[src/rtl/bcd_to_unsigned.sv]
// Sequential reverse double-dabble: 10-digit packed BCD -> 40-bit unsigned binary, one bit per shift cycle.
// Optional nibble validation is compiled in when BCD_DIGIT_CHECK_EN is defined.
module bcd_to_unsigned #(
  parameter int DIGITS = 10
) (
  input  logic                  clk,
  input  logic                  reset,
  input  logic                  trigger,
  input  logic [4*DIGITS-1:0]   bcd,
  output logic                  idle,
  output logic                  done,
  output logic [4*DIGITS-1:0]   bin,
  output logic                  invalid
);

  localparam int DATA_W = 4 * DIGITS;
  localparam int CNT_W  = 6;

  typedef enum logic [2:0] {
    S_IDLE  = 3'b001,
    S_SHIFT = 3'b010,
    S_SUB3  = 3'b100
  } state_t;

  state_t                state, state_nxt;
  logic [2*DATA_W-1:0]   work, work_nxt;
  logic [CNT_W-1:0]      cnt, cnt_nxt;
  logic [DATA_W-1:0]     bin_nxt;
  logic                  done_nxt;
  logic [2*DATA_W-1:0]   work_shr;
  logic                  force_zero;

  // Undo the add-3 of double-dabble: any digit that reached 8+ after a shift gets 3 removed.
  function automatic logic [DATA_W-1:0] sub3_digits(input logic [DATA_W-1:0] d);
    logic [DATA_W-1:0] r;
    logic [3:0]        nib;
    r = d;
    for (int i = 0; i < DIGITS; i++) begin
      nib = d[4*i +: 4];
      if (nib >= 4'd8) r[4*i +: 4] = nib - 4'd3;
    end
    return r;
  endfunction

`ifdef BCD_DIGIT_CHECK_EN
  function automatic logic any_bad_digit(input logic [DATA_W-1:0] d);
    logic bad;
    bad = 1'b0;
    for (int i = 0; i < DIGITS; i++) begin
      if (d[4*i +: 4] > 4'd9) bad = 1'b1;
    end
    return bad;
  endfunction

  logic flag, flag_nxt;
  logic invalid_nxt;
  assign force_zero = flag;
`else
  assign force_zero = 1'b0;
  assign invalid    = 1'b0;
`endif

  assign idle     = (state == S_IDLE);
  assign work_shr = work >> 1;

  always_comb begin
    state_nxt = state;
    work_nxt  = work;
    cnt_nxt   = cnt;
    bin_nxt   = bin;
    done_nxt  = 1'b0;
`ifdef BCD_DIGIT_CHECK_EN
    flag_nxt    = flag;
    invalid_nxt = invalid;
`endif
    case (state)
      S_IDLE: begin
        if (trigger) begin
          work_nxt  = {bcd, {DATA_W{1'b0}}};
          cnt_nxt   = CNT_W'(1);
          state_nxt = S_SHIFT;
`ifdef BCD_DIGIT_CHECK_EN
          flag_nxt  = any_bad_digit(bcd);
`endif
        end
      end
      S_SHIFT: begin
        work_nxt = work_shr;
        if (cnt == CNT_W'(DATA_W)) begin
          bin_nxt   = force_zero ? '0 : work_shr[DATA_W-1:0];
          done_nxt  = 1'b1;
          state_nxt = S_IDLE;
`ifdef BCD_DIGIT_CHECK_EN
          invalid_nxt = flag;
`endif
        end else begin
          cnt_nxt   = cnt + CNT_W'(1);
          state_nxt = S_SUB3;
        end
      end
      S_SUB3: begin
        work_nxt  = {sub3_digits(work[2*DATA_W-1:DATA_W]), work[DATA_W-1:0]};
        state_nxt = S_SHIFT;
      end
      default: state_nxt = S_IDLE;
    endcase
  end

  always_ff @(posedge clk) begin
    if (reset) begin
      state <= S_IDLE;
      work  <= '0;
      cnt   <= '0;
      bin   <= '0;
      done  <= 1'b0;
    end else begin
      state <= state_nxt;
      work  <= work_nxt;
      cnt   <= cnt_nxt;
      bin   <= bin_nxt;
      done  <= done_nxt;
    end
  end

`ifdef BCD_DIGIT_CHECK_EN
  always_ff @(posedge clk) begin
    if (reset) begin
      flag    <= 1'b0;
      invalid <= 1'b0;
    end else begin
      flag    <= flag_nxt;
      invalid <= (state == S_SHIFT && cnt == CNT_W'(DATA_W)) ? invalid_nxt : 1'b0;
    end
  end
`endif

endmodule

[config.mk]
export PLATFORM = sky130hd
export DESIGN_NAME = bcd_to_unsigned
export DESIGN_NICKNAME = d
export VERILOG_FILES = /design/src/rtl/bcd_to_unsigned.sv
export SDC_FILE = /design/constraint.sdc
export NUM_CORES = 1
export LEC_CHECK = 0
export BUFFER_PORTS_ARGS = -buffer_cell sky130_fd_sc_hd__clkbuf_2
export CAP_MARGIN = 20
export CORE_MARGIN = 2
export CORE_UTILIZATION = 45
export CTS_BUF_LIST = sky130_fd_sc_hd__clkbuf_16
export DETAILED_ROUTE_END_ITERATION = 8
export GPL_TIMING_DRIVEN = 0
export SYNTH_ARGS = -nofsm -noshare
export SYNTH_HDL_FRONTEND = slang
export SYNTH_SLANG_ARGS = --single-unit
[constraint.sdc]
create_clock -name clk -period 2.34 [get_ports clk]
set_input_delay 0.117 -clock clk [delete_from_list [all_inputs] [get_ports clk]]
set_output_delay 0.117 -clock clk [all_outputs]
set_load 0.01 [all_outputs]
Word-level counts from Yosys, hierarchy flattened. Index checks and enable logic that the tools add are counted.

Bits in registers: 130. Input port bits: 43. Output and inout bits: 43. Word-level logic and storage cells: 89.

Add/sub/neg operators: 11. Order comparisons: 10. Eq/ne operators: 16. Muxes and demuxes: 19. Bitwise operators: 2. Reductions and logical operators: 16.

Operators by type and width (number): $pmux 80 s3 (1); $mux 80 (1); $ge 4x4->1 const B (10); $mux 4 (10); $sub 4x2->4 const B (10); $reduce_and 3->1 (12); $ne 2x2->1 const B (12); $mux 6 (2); $pmux 6 s2 (1); $pmux 3 s3 (1); $add 6x1->6 const B (1); $eq 6x6->1 const B (1); $mux 3 (2); $eq 3x1->1 const B (1); $eq 3x2->1 const B (1); $eq 3x3->1 const B (1); $reduce_bool 3->1 (1); $not 1->1 (2); $reduce_and 2->1 (1); $reduce_bool 2->1 (1); $reduce_or 2->1 (1); $mux 1 (1).

Longest topological paths before layout. Gate-level depths: netlist of the first run.

Depth in word-level cells: 3. Mapped depth: 8. Mapped depth without buffers: 6.

Worst setup path after synthesis of the first run. No wires, ideal clock.

Path kind: register to register. Start point: register cnt[0]. End point: register cnt[2]. Library setup time: 0.086 ns. Arrival: 1.559 ns. Data required time: 2.254 ns. Path slack: 0.695 ns. Stages on the path, launching flop included: 8. Path buffers: 1. Period minus slack after synthesis: 1.645 ns. Path through: dfxtp_1 -> inv_1 -> ha_1 -> nor2b_1 -> and4_1 -> buf_2 -> or3_1 -> a211oi_1.

Longest elaborated chain between the ends: 3. Elaborated cells on any way between the ends: 6. Classes of those cells: 1 x add/sub; 2 x eq/ne; 2 x mux; 1 x reduce/logical.

Ends and longest elaborated chain: from (decl) (RTL line 27) `logic [CNT_W-1:0] cnt, cnt_nxt;`; from (signal assigned) (RTL line 119) `cnt <= cnt_nxt;`; $add 6x1->6 / $eq 6x6->1 (equally long branches) (RTL line 97, 89); $mux 6 / $ne 2x2->1 (equally long branches); $pmux 6 s2 / $reduce_and 3->1 (equally long branches).

Parallel ways exist; a longest one is shown, timed or not. The select of a mux whose other input is x is not followed. A chain may end at the register's enable or synchronous reset.

Worst setup path in the final report of the first run.
Start point: register state[0]. End point: register work[63].

Longest elaborated chain between the ends: 3. Elaborated cells on any way between the ends: 8. Classes of those cells: 5 x eq/ne; 1 x mux; 2 x reduce/logical.

Ends and longest elaborated chain: from (decl) (RTL line 25) `state_t state, state_nxt;`; from (signal assigned) (RTL line 117) `state <= state_nxt;`; $eq 3x3->1 (tied with other cells) (RTL line 76) `case (state)`; $ne 2x2->1 (no source line) / $reduce_bool 3->1 (equally long branches); $reduce_and 3->1 (no source line); to (signal assigned) (RTL line 118) `work <= work_nxt;`; to (decl) (RTL line 26) `logic [2*DATA_W-1:0] work, work_nxt;`.

Parallel ways exist; a longest one is shown, timed or not.

==> qor.csv, run 1 <==
stage;metric;value;unit
job;max_cap_violations;0;
place;place_area;6850;µm²
sta;period_needed;2.12;ns
sta;min_period_over_period;90.5;%
sta;slew_headroom;49.9;%
finish;finalCoreUtilization;56.1;%
die;dieArea;14800;µm²
setup_path;r2r_start;state[0];
synth;synthCells;737;
setup_path;max_stage_delay;0.41;ns
setup_path;crit_path_start_kind;flip-flop;
synth;avgSynthCellArea;8.43;µm²
setup_path;crit_end;work[63];
clock_tree;cts_tree;built;
synth;synth_compound_area_share;30.6;%
setup_path;end_kind;flip-flop;
status;status;finished, final reports clean;
place;dp_hpwl;13900;µm
global_routing;grt_pass1_wl;31800;µm
setup_path;worst_ep_required_time;2.62;ns
clock_tree;cts_buffers;17;
die;fp.coreArea;13300;µm²
synth;yosys_warnings;0;
setup_path;startpoint;state[0];
sta;tns;0;ns
die;dieHeight;122;µm
sta;finalHoldViolCount;0;
sta;tightest_slew;0.752;ns
clock_tree;cts.sinks;129;
die;initial_core_util;46.6;%
synth;synthAdderAreaFrac;4.43;%
synth;ys_seq_area_share;41.6;%
synth;async_reset_ff_share;0;%
power;powerDensity;757;nW/µm²
global_routing;grt_pass1_vias;6130;
global_routing;grt_max_degree;20;
route;detail-route-antenna-nets;0;
setup_path;critical_path.cell_chain;buf_2 > buf_2 > nand3b_1 > buf_2 > o22ai_1 > a21oi_1;
synth;ys_ff_latch;129;
setup_path;reg2reg_depth;6;
place;io_buffers;83;
setup_path;slowest_stage;dfxtp_1;
synth;synth_fp_nets;802;
setup_path;path_class;reg2reg;
synth;synthMuxAreaShare;0;%
synth;synthFlopType;dfxtp_1;
route;dr.first_iter.drc_count;650;
global_routing;track_usage;27.8;%
synth;synth_edf_count;0;
finish;num_antenna_cells;0;
setup_path;path_buf_inv;3;
global_routing;grt_overflow;0;
setup_path;crit_fanout;19;
power;power_leakage;2.90;nW
route;wirelength;20100;µm
route;vias_per_cell;6.03;
route;vias;6211;
setup_path;worstSetupPathDepth;6;
clock_tree;cts_buffer_depth;2;
synth;synth.distinct_cells;47;
finish;areaGrowthSynthToFinish;20.6;%
sta;final-max-slew-violation-count;0;
finish;stdcell_area;7490;µm²
place;place_congestion;0.925;
finish;drive_above_1_share;18.5;%
setup_path;cpLargestDelayFamily;buffers and inverters;
setup_path;r2r-end;work[63];
finish;fin_nets;907;
synth;syn_area;6210;µm²
setup_path;crit_arrival;2.39;ns
setup_path;rrSetupSlack;0.22;ns
synth;synth-simple-area-share;14.8;%
sta;rsz0062_at_grt;false;
synth;synth_top_family_by_area;compound AO/OA/AOI/OAI gates;
clock_tree;path_clk_slew;0.06;ns
synth;synth-xor-area-share;1.83;%
global_routing;antenna_found_initial;0;
power;peakVddDrop;442;µV
die;rows;42;
die;boundaryPins;86;
clock_tree;cts_root_buffer;clkbuf_16;
route;drt-wirelength-per-cell;19.5;µm
sta;timing.fmax;472;MHz
setup_path;critical_path.most_common_cell;buf_2;
worst_hold_path;min_path_type;in2reg;
route;remaining_drc_errors;0;
route;dr.pass1.iters;7;
sta;fin_skew;0.00515;ns
sta;setup_violations;0;
die;die_x;122;µm
clock_tree;htree_levels;4;
clock_tree;clk_latency;0.42;ns
## kinds of logic after synthesis
family,after synthesis
AO/OA/AOI/OAI,282
XOR/XNOR,13
adder cells (fa/ha/maj),22
buffers and inverters,93
flip-flops,129
other,1
AND/OR/NAND/NOR,197
## cells in the mapped netlist (all sizes together) (9+ instances only)
| cell type | n | area share (%) |
|---|---|---|
| dfxtp | 129 | 42 |
| a21oi | 94 | 7.6 |
| nand2 | 92 | 5.6 |
| a22oi | 49 | 5.9 |
| buf | 42 | 3.6 |
| nor2 | 42 | 2.5 |
| o22ai | 29 | 2.9 |
| inv | 26 | 1.6 |
| o21ai | 26 | 2.1 |
| clkbuf | 25 | 1.5 |
| ha | 22 | 4.4 |
| nand2b | 21 | 2.1 |
| or3 | 21 | 2.1 |
| a211o | 20 | 2.8 |
| o311ai | 20 | 2.8 |
| a211oi | 11 | 1.4 |
| xnor2 | 10 | 1.4 |
| a2111o | 9 | 1.6 |
| a2bb2oi | 9 | 1.3 |
| o31ai | 9 | 1.1 |
## routing by layer
metal / vias up / track usage, % / part of all wire, %
li1: 2880 / - / -
met1: 2961 / 35.4 / 42
met2: 316 / 44.9 / 46
met3: 54 / 5.97 / 8.5
met4: 0 / 13.6 / 3.0
met5: - / 0 / 0
## placed cells by master, fill, tap and decap left out, types with 2 or more instances in the layout
cell type	n
inv_1	28
o21ai_0	24
or2_2	2
buf_4	3
clkbuf_2	83
and3_1	3
nor3_1	3
o22ai_1	29
nor3b_2	2
xnor2_1	10
a211oi_1	10
clkinvlp_4	2
buf_6	2
a21oi_1	93
a211o_1	20
o311ai_0	20
clkinv_2	3
clkinv_1	2
bufinv_16	4
or3_1	21
nor2_1	42
dlygate4sd3_1	4
nand2_1	92
buf_1	2
dfxtp_1	129
ha_1	22
o21ai_1	2
a2111o_1	9
nor2b_1	2
clkbuf_1	25
o31ai_1	9
nand2b_1	21
a2bb2oi_1	9
clkbuf_16	17
buf_2	34
o2111ai_1	2
a22oi_1	49
xor2_1	3
## repair_timing
action                                  in CTS  in global routing
cloned                                       0                  0
gates resized for setup                      0                  1
pin swaps                                    0                  0
endpoints found under the setup margin       1                  1
endpoints found under the hold margin        4                  0
hold buffers                                 4                  0
buffers inserted                             0                  0
## worst reg2reg max path, stage by stage (launching register included)
cell	delay, ns
dfxtp_1	0.41
buf_2	0.27
buf_2	0.41
nand3b_1	0.22
buf_2	0.28
o22ai_1	0.27
a21oi_1	0.11
## worst min path at each step
| stage | from | to | slack (ns) | cells past startpoint |
|---|---|---|---|---|
| final | bcd[31] | work[71] | 0.003 | 3 |
| after global routing | bcd[34] | work[74] | 0.03 | 3 |
| after CTS | bcd[31] | work[71] | 0.0006 | 3 |
| after detailed placement | bcd[6] | work[46] | 0.41 | 3 |
| after global placement | bcd[10] | work[50] | 0.39 | 3 |
| after floorplan | bcd[2] | work[42] | 0.31 | 2 |
## power by group
part           switching, mW  internal (mW)
logic                  0.376          0.237
registers             0.0801           2.26
clock network          0.964           1.75
total                   1.42           4.25
## registers in the layout (all words and copies together) (netlist names)
register  cells
bin          40
cnt           6
done          1
state         3
work         79
## layout make-up
type | instances | area, µm²
sequential | 129 | 2580
multi-input combinational | 515 | 3220
clock buffer | 17 | 425
buffer | 66 | 317
tap | 176 | 220
fill | 1262 | 5860
inverter | 26 | 97.6
clock inverter | 14 | 174
timing repair buffer | 87 | 455
## per-stage QoR
step,setup slack [ns],hold slack [ns],instances,total power [mW]
5_1_grt,0.0757,0.0325,1030,5.85
6_report,0.222,0.00270,1030,5.67
4_1_cts,0.197,0.000644,1030,5.68
3_3_place_gp,0.379,0.395,996,2.96
2_1_floorplan,0.695,0.309,737,2.76
3_5_place_dp,0.373,0.410,996,2.97
Note: power is estimated with default switching activity, not from simulation.
==> inputs of run 2 (changes only) <==
Settings changed: CELL_PAD_IN_SITES_DETAIL_PLACEMENT set to 1, CELL_PAD_IN_SITES_GLOBAL_PLACEMENT set to 1, CORE_UTILIZATION 45 to 43, PLACE_DENSITY_LB_ADDON set to 0.1.
==> qor.csv, run 2 (same netlist as run 1, synthesis figures left out) <==
stage;metric;value;unit;change
global_routing;grt_max_degree;20;;unchanged
clock_tree;cts_setup_buffers;0;;unchanged
route;wirelength;22500;µm;was 20,100 µm
status;status;finished, final reports clean;;unchanged
power;p_int;3.93;mW;was 4.25 mW
setup_path;r2r_start;state[0];;unchanged
power;p_seq_share;43.5;%;was 41.3%
sta;setup_violations;0;;unchanged
setup_path;cpLargestDelayFamily;compound AO/OA/AOI/OAI gates;;was buffers and inverters
finish;largest_reg_flops;79;;unchanged
route;vias;6348;;was 6,211
sta;min_period_over_period;96.0;%;was 90.5%
route;dr.pass1.iters;7;;unchanged
finish;drive_above_1_share;18.2;%;was 18.5%
sta;final-max-slew-violation-count;0;;unchanged
setup_path;slowest_stage;a21oi_2;;was dfxtp_1
finish;fin_nets;912;;was 907
finish;num_antenna_cells;0;;unchanged
clock_tree;cts_root_buffer;clkbuf_16;;unchanged
die;die_x;124;µm;was 122 µm
worst_hold_path;hold_depth;3;;unchanged
job;max_cap_violations;0;;unchanged
global_routing;track_usage;28.9;%;was 27.8%
setup_path;path_buf_inv;2;;was 3
finish;reg.largest.list;work: 79 flops, bin: 40 flops, cnt: 6 flops;;unchanged
place;place_congestion;0.913;;was 0.925
sta;timing.fmax;445;MHz;was 472 MHz
finish;areaGrowthSynthToFinish;20.1;%;was 20.6%
place;dp_worst_setup_slack;0.332;ns;was 0.373 ns
sta;tns;0;ns;unchanged
setup_path;critical_path.most_common_cell;buf_2;;unchanged
clock_tree;htree_levels;4;;unchanged
setup_path;max_stage_delay;0.48;ns;was 0.41 ns
power;switchingPower;1.47;mW;was 1.42 mW
sta;setup_slack;0.0941;ns;was 0.222 ns
finish;layout_common_cells;dfxtp_1 (129), a21oi_1 (93), nand2_1 (92);;unchanged
clock_tree;cts_buffers;17;;unchanged
power;power_leakage;2.88;nW;was 2.90 nW
setup_path;critical_path.cell_chain;buf_2 > buf_2 > nand3b_1 > a21oi_2 > o21ai_0 > a21oi_1;;was buf_2 > buf_2 > nand3b_1 > buf_2 > o22ai_1 > a21oi_1
die;dieHeight;124;µm;was 122 µm
setup_path;crit_path_start_kind;flip-flop;;unchanged
worst_hold_path;hold_end;work[59];;was work[71]
finish;multi_input_area;3210;µm²;was 3220 µm²
sta;rsz0062_at_grt;false;;unchanged
die;dieArea;15400;µm²;was 14,800 µm²
clock_tree;clk_latency;0.43;ns;was 0.42 ns
sta;tightest_slew;0.813;ns;was 0.752 ns
finish;layout_commonest_cell;dfxtp_1;;unchanged
sta;finalHoldViolCount;0;;unchanged
finish;finalCoreUtilization;53.4;%;was 56.1%
route;vias_per_cell;6.12;;was 6.03
power;pwr-share-clk;44.7;%;was 47.9%
setup_path;r2r-end;work[51];;was work[63]
route;remaining_drc_errors;0;;unchanged
global_routing;grt_overflow;0;;unchanged
sta;fin_skew;0.00854;ns;was 0.00515 ns
finish;n_fill_cell;1712;;was 1,262
sta;period_needed;2.25;ns;was 2.12 ns
route;drt-wirelength-per-cell;21.6;µm;was 19.5 µm
worst_hold_path;min_from;bcd[19];;was bcd[31]
clock_tree;cts.sinks;129;;unchanged
die;rows;43;;was 42
route;dr.first_iter.drc_count;479;;was 650
finish;largest-register;work;;unchanged
setup_path;path_class;reg2reg;;unchanged
global_routing;antenna_found_initial;0;;unchanged
finish;final-seq-area;2580;µm²;unchanged
setup_path;crit_fanout;19;;unchanged
power;powerDensity;724;nW/µm²;was 757 nW/µm²
clock_tree;cts_buffer_depth;2;;unchanged
setup_path;rrSetupSlack;0.09;ns;was 0.22 ns
global_routing;grt_pass1_wl;35300;µm;was 31,800 µm
die;initial_core_util;44.4;%;was 46.6%
power;p_comb_share;11.9;%;was 10.8%
worst_hold_path;min_path_type;in2reg;;unchanged
setup_path;reg2reg_depth;6;;unchanged
setup_path;crit_arrival;2.59;ns;was 2.39 ns
sta;slew_headroom;45.8;%;was 49.9%
power;peakVddDrop;596;µV;was 442 µV
clock_tree;path_clk_slew;0.06;ns;about the same
place;io_buffers;83;;unchanged
global_routing;grt_pass1_vias;6725;;was 6,130
die;fp.coreArea;14000;µm²;was 13,300 µm²
die;boundaryPins;86;;unchanged
setup_path;worst_ep_required_time;2.69;ns;was 2.62 ns
power;switching_share;27.2;%;was 25.0%
clock_tree;cts_tree;built;;unchanged
route;detail-route-antenna-nets;0;;unchanged
place;dp_hpwl;15200;µm;was 13,900 µm
setup_path;end_kind;flip-flop;;unchanged
-- run 2: per-layer routing --
layer | vias up | GRT usage [%] | part of all wire, %
met3 | 78 | 6.45 | 6.6
li1 | 2887 | - | -
met5 | - | 0 | 0
met4 | 0 | 14.1 | 3.8
met2 | 267 | 48.6 | 48
met1 | 3116 | 34.7 | 41
-- run 2: worst max path at each step --
stage / from / to / slack [ns] / depth (start not counted)
detailed placement: state[0] / work[63] / 0.33 / 5
floorplan: cnt[0] / cnt[2] / 0.69 / 7
CTS: state[0] / work[63] / 0.18 / 6
finish: state[0] / work[51] / 0.09 / 6
global route: state[0] / work[43] / 0.02 / 6
global placement: state[0] / idle / 0.36 / 5
-- run 2: power by group through the flow --
stage / sequential, mW / combinational [mW] / clock (mW)
2_1_floorplan: 2.36 / 0.401 / 0
3_3_place_gp: 2.38 / 0.574 / 0
3_5_place_dp: 2.39 / 0.608 / 0
4_1_cts: 2.34 / 0.625 / 2.44
5_1_grt: 2.35 / 0.689 / 2.54
6_report: 2.35 / 0.641 / 2.41
-- run 2: layout make-up --
cell class | instances | share of cell area (%)
plain buffers | 66 | 4.24
clock buffers | 17 | 5.70
clock inverters | 13 | 1.32
inverters | 26 | 1.31
multi-input cells | 515 | 43.0
flip-flops and latches | 129 | 34.6
well taps | 180 | 3.02
repair buffers | 92 | 6.77
-- run 2: what timing repair did --
action / 4_1_cts / 5_1_grt
setup endpoints to repair: 1 / 0
endpoints found under the hold margin: 9 / 0
gates resized for setup: 0 / 0
hold buffers: 9 / 0
-- run 2: metrics by stage --
step	cells	hold slack, ns	power (mW)	instance area, µm²
after detailed placement	1000	0.409	3.00	6850
after global placement	1000	0.394	2.96	6850
final	1038	0.0183	5.40	7460
after global routing	1038	0.0112	5.58	7460
after floorplan	737	0.309	2.76	6210
after CTS	1038	0.00258	5.41	7460
-- run 2: worst reg2reg max path, stage by stage, from the launching register on --
cell and delay, ns:
dfxtp_1 0.42, buf_2 0.29, buf_2 0.44, nand3b_1 0.21, a21oi_2 0.48, o21ai_0 0.18, a21oi_1 0.15
